<file path="src/rtl/alu_mul_sequencer.sv">
// Shift-and-add sequencer producing the low 32 bits of a 32x32 multiply by
// time-sharing the EX-stage ALU (add and logical-left-shift only).
module alu_mul_sequencer (
  input  logic        clk_i,
  input  logic        reset_i,
  input  logic        start_i,
  input  logic [31:0] operand_a_i,
  input  logic [31:0] operand_b_i,
  input  logic [31:0] alu_result_i,
  output logic [3:0]  alu_op_o,
  output logic [31:0] alu_in_1_o,
  output logic [31:0] alu_in_2_o,
  output logic        busy_o,
  output logic        done_o,
  output logic [31:0] product_o
);

  // ALU function codes shared with the ALU decoder.
  localparam logic [3:0] FuncAdd = 4'd0;
  localparam logic [3:0] FuncLls = 4'd1;

  typedef enum logic [1:0] {
    StIdle,
    StAdd,
    StShift,
    StDone
  } state_e;

  state_e      state_q, state_d;
  logic [31:0] mcand_q, mcand_d;
  logic [31:0] mplier_q, mplier_d;
  logic [31:0] acc_q, acc_d;

  always_comb begin
    state_d    = state_q;
    mcand_d    = mcand_q;
    mplier_d   = mplier_q;
    acc_d      = acc_q;
    alu_op_o   = FuncAdd;
    alu_in_1_o = 32'd0;
    alu_in_2_o = 32'd0;
    busy_o     = (state_q != StIdle);
    done_o     = 1'b0;

    unique case (state_q)
      StIdle: begin
        if (start_i) begin
          mcand_d  = operand_a_i;
          mplier_d = operand_b_i;
          acc_d    = 32'd0;
          state_d  = (operand_b_i == 32'd0) ? StDone : StAdd;
        end
      end
      StAdd: begin
        alu_op_o   = FuncAdd;
        alu_in_1_o = acc_q;
        alu_in_2_o = mplier_q[0] ? mcand_q : 32'd0;
        acc_d      = alu_result_i;
        state_d    = StShift;
      end
      StShift: begin
        alu_op_o   = FuncLls;
        alu_in_1_o = mcand_q;
        alu_in_2_o = 32'd1;
        mcand_d    = alu_result_i;
        mplier_d   = mplier_q >> 1;
        // Terminate as soon as no set multiplier bits remain.
        state_d    = (mplier_q[31:1] == 31'd0) ? StDone : StAdd;
      end
      StDone: begin
        done_o  = 1'b1;
        state_d = StIdle;
      end
      default: state_d = StIdle;
    endcase
  end

  always_ff @(posedge clk_i) begin
    if (reset_i) begin
      state_q  <= StIdle;
      mcand_q  <= 32'd0;
      mplier_q <= 32'd0;
      acc_q    <= 32'd0;
    end else begin
      state_q  <= state_d;
      mcand_q  <= mcand_d;
      mplier_q <= mplier_d;
      acc_q    <= acc_d;
    end
  end

  assign product_o = acc_q;

endmodule
</file>
<file path="config.mk">
export PLATFORM = sky130hd
export DESIGN_NAME = alu_mul_sequencer
export DESIGN_NICKNAME = d
export VERILOG_FILES = /design/src/rtl/alu_mul_sequencer.sv
export SDC_FILE = /design/constraint.sdc
export NUM_CORES = 1
export LEC_CHECK = 0
export CAP_MARGIN = 5
export CORE_MARGIN = 2
export CORE_UTILIZATION = 64
export CTS_CLUSTER_SIZE = 25
export DETAILED_ROUTE_END_ITERATION = 7
export DONT_BUFFER_PORTS = 1
export GPL_TIMING_DRIVEN = 0
export HOLD_SLACK_MARGIN = 0.1
export PLACE_DENSITY = 0.84
export SKIP_CTS_REPAIR_TIMING = 1
export SLEW_MARGIN = 40
export SYNTH_ARGS = -nofsm -noshare
export SYNTH_HDL_FRONTEND = slang
export SYNTH_SLANG_ARGS = --single-unit
</file>
<file path="constraint.sdc">
create_clock -name clk_i -period 2.61 [get_ports clk_i]
set_clock_uncertainty 0.15 [all_clocks]
set_input_delay 0.783 -clock clk_i [delete_from_list [all_inputs] [get_ports clk_i]]
set_output_delay 0.783 -clock clk_i [all_outputs]
set_load 0.01 [all_outputs]
</file>
==> run_results.csv <==
group,metric,value,unit
min_path,holdPathStages,2,
floorplanning,initial_core_util,0.655,
setup_path,rr_endpoint,"product_o[8]$_SDFFE_PP0P_",
drt,via_count,4359,
setup_path,cp_num_buf_inv,3,
cells_and_area,n_fill_cell,513,
drt,wl_met2,7690,microns
setup_path,crit_slowest_cell,"dfxtp_4",
global_route,grt_pass1_vias,4291,
setup_path,max_stage_delay,0.39,ns
logic_synthesis,yosysWarnings,0,
floorplanning,die_h,92.4,microns
cells_and_area,antenna_cells,0,
sta,hold_viol,0,
power,ir_drop,0.774,mV
global_route,gr-total-overflow,0,
sta,slew-limit-headroom,0.531,
placed_design,dp.final_hpwl,10400,microns
cells_and_area,syn_to_final_growth,17.8,%
cells_and_area,layoutNonFillerInstCount,638,
sta,tns,-0.691,ns
drt,drt_wl_total,15100,microns
job,cap_violations,0,
global_route,antenna_found_initial,0,
power,power_density,1080,nW/um^2
min_path,worstHoldStart,"mplier_q[31]$_SDFFE_PP0P_",
setup_path,worst_ep_required_time,1.68,ns
placed_design,numPortBuffers,0,
drt,drc,0,
setup_path,worstRegToRegCells,7,
logic_synthesis,synth_cells,517,
cells_and_area,drive_gt1_frac,0.306,
status,violations,"setup timing",
placed_design,gp_congestion,0.827,
global_route,grt_usage,0.324,
drt,antenna_left,0,
sta,worst_slew_pin_slew,0.703,ns
drt,route.met3.wl,1410,microns
cts,htree_levels,3,
logic_synthesis,yosysTopAreaCell,"dfxtp_1",
setup_path,crit_arrival,1.71,ns
logic_synthesis,synth_area_per_cell,9.68,sq um
logic_synthesis,synthTopCellsByArea,"dfxtp_1 39%, mux2i_1 13%, a211oi_2 10%, nor2_1 7.3%, a22o_1 5.6%",
logic_synthesis,synthDistinctLibCells,31,
setup_path,crit_chain,"inv_4, ha_4, and2_1, buf_6, buf_12, a22o_1",
global_route,grt_pass1_wl,21800,microns
sta,setup_viol,33,
setup_path,start_kind,"flip-flop",
drt,viasPerCell,6.83,
sta,layout_setup_ws,-0.0344,ns
setup_path,crit_path_end_kind,"output port",
setup_path,rr_startpoint,"state_q[0]$_SDFFE_PP0P_",
logic_synthesis,ys_top_cells_by_count,"98 x dfxtp_1, 97 x nor2_1, 64 x mux2i_1",
placed_design,post-place-cells,621,
cts,clkLatencyLatePin,0.36,ns
cts,root_buffer,"clkbuf_8",
logic_synthesis,yosysMostFrequentCell,"dfxtp_1",
floorplanning,io_pins,201,
setup_path,path_max_fanout,10,
floorplanning,die_area,8550,sq um
logic_synthesis,async_flop_share,0,
cts,clock-sinks,98,
logic_synthesis,synthFlopType,"dfxtp_1",
logic_synthesis,yosys_register_bits,98,
drt,drtIter0Drc,250,
sta,fin_crit,2.64,ns
logic_synthesis,synth_enable_flop_cells,0,
logic_synthesis,synth_area,5010,sq um
drt,wl_per_cell,23.6,microns
cells_and_area,fin_nets,635,
drt,dr.pass1.iters,7,
floorplanning,rows,32,
sta,finalCritPeriodShare,1.01,
power,leakagePower,0.00221,uW
status,status,"finished, violations left",
setup_path,crit_type,"reg -> out",
setup_path,reg2reg_slack,0.58,ns
logic_synthesis,synth_top_area_frac,0.392,
drt,routed.top_layer,"met4",
sta,rsz0062_at_grt,"true",
min_path,hp-class,"reg -> reg",
cts,cts_tree,"built",
min_path,hold_path_end,"mplier_q[31]$_SDFFE_PP0P_",
floorplanning,fp.dieW,92.4,microns
logic_synthesis,ys_seq_area_frac,0.392,
floorplanning,core,7650,sq um
cts,clk_path_buf_depth,2,
sta,fmax,378,MHz
drt,m1WireLength,5610,microns
cts,cts_buffers,9,
cts,path_clk_slew,0.09,ns
sta,drv_slew,0,
global_route,grt_max_degree,16,
setup_path,crit_family,"flip-flops",
-- how the worst max path moves through the flow --
stage | from | end | slack [ns] | cells past startpoint
floorplan | state_q[1]$_SDFFE_PP0P_ | alu_in_2_o[10] | 0.22 | 6
global placement | state_q[0]$_SDFFE_PP0P_ | alu_in_1_o[10] | -0.24 | 6
detailed placement | state_q[0]$_SDFFE_PP0P_ | alu_in_1_o[10] | -0.28 | 6
CTS | state_q[0]$_SDFFE_PP0P_ | alu_in_1_o[10] | -0.66 | 6
global route | state_q[1]$_SDFFE_PP0P_ | alu_in_1_o[14] | -0.09 | 6
finish | state_q[1]$_SDFFE_PP0P_ | alu_in_1_o[19] | -0.03 | 6
-- worst reg2reg max path, stage by stage, from the launching register on --
cell	delay, ns
dfxtp_4	0.37
inv_4	0.08
ha_4	0.13
buf_4	0.15
mux2i_1	0.50
buf_2	0.36
a22oi_1	0.13
nor2_1	0.11
-- final cells by class --
type / count / area, sq um / area share
Inverter: 4 / 20.0 / 0.00339
Tap cell: 102 / 128 / 0.0216
Clock inverter: 4 / 76.3 / 0.0129
Buffer: 55 / 432 / 0.0732
Sequential cell: 98 / 1970 / 0.334
Timing Repair Buffer: 3 / 43.8 / 0.00743
Clock buffer: 11 / 141 / 0.0240
Multi-Input combinational cell: 361 / 3090 / 0.523
-- report_power, final --
part	internal (uW)	switching (uW)	total [uW]
Sequential	1990	511	2500
Clock	563	521	1080
Combinational	1150	1660	2810
Total	3700	2690	6390
-- flip-flops by register name, summed over array words and instances, names as in the netlist --
name and count:
mcand_q 32, state_q 2, product_o 32, mplier_q 32
-- stage by stage --
stage	util	instance area, sq um	setup WS, ns	hold slack [ns]	total power [uW]
after floorplan	-	5010	0.216	0.313	4380
after global placement	0.672	5140	-0.236	0.340	4870
after detailed placement	0.672	5140	-0.279	0.357	5010
after CTS	0.701	5360	-0.664	0.370	6080
after global routing	0.771	5900	-0.0906	0.411	6750
final	0.771	5900	-0.0344	0.380	6390
-- cell families after synthesis --
group           Yosys count  synth area share
flops                    98             0.392
mux                      64             0.128
fa+ha+maj                 4            0.0100
compound gates          134             0.248
other cells               1          0.000749
buf+inv                  60            0.0692
simple gates            156             0.152
-- metal layers --
| metal | up-vias | GRT usage |
|---|---|---|
| met2 | 245 | 0.568 |
| met5 | - | 0 |
| met4 | 0 | 0.119 |
| li1 | 1948 | - |
| met1 | 2131 | 0.374 |
| met3 | 35 | 0.0928 |
-- layout by cell type, fill, tap and decap left out, drive strengths merged --
master and n:
a22oi 32, ha 4, o211a 1, buf 44
a22o 32, or4 1, nor2 99, dfxtp 98
conb 3, clkinv 1, a21oi 2, a211oi 64
and3 31, nand4b 1, nor4 15, o21ai 1
clkinvlp 1, nand3 1, a31o 1, mux2i 64
and2 2, nor2b 2, bufinv 2, inv 4
nand4 3, o221ai 1, clkbuf 25, nor4b 1
(Power assumes the default switching activity.)
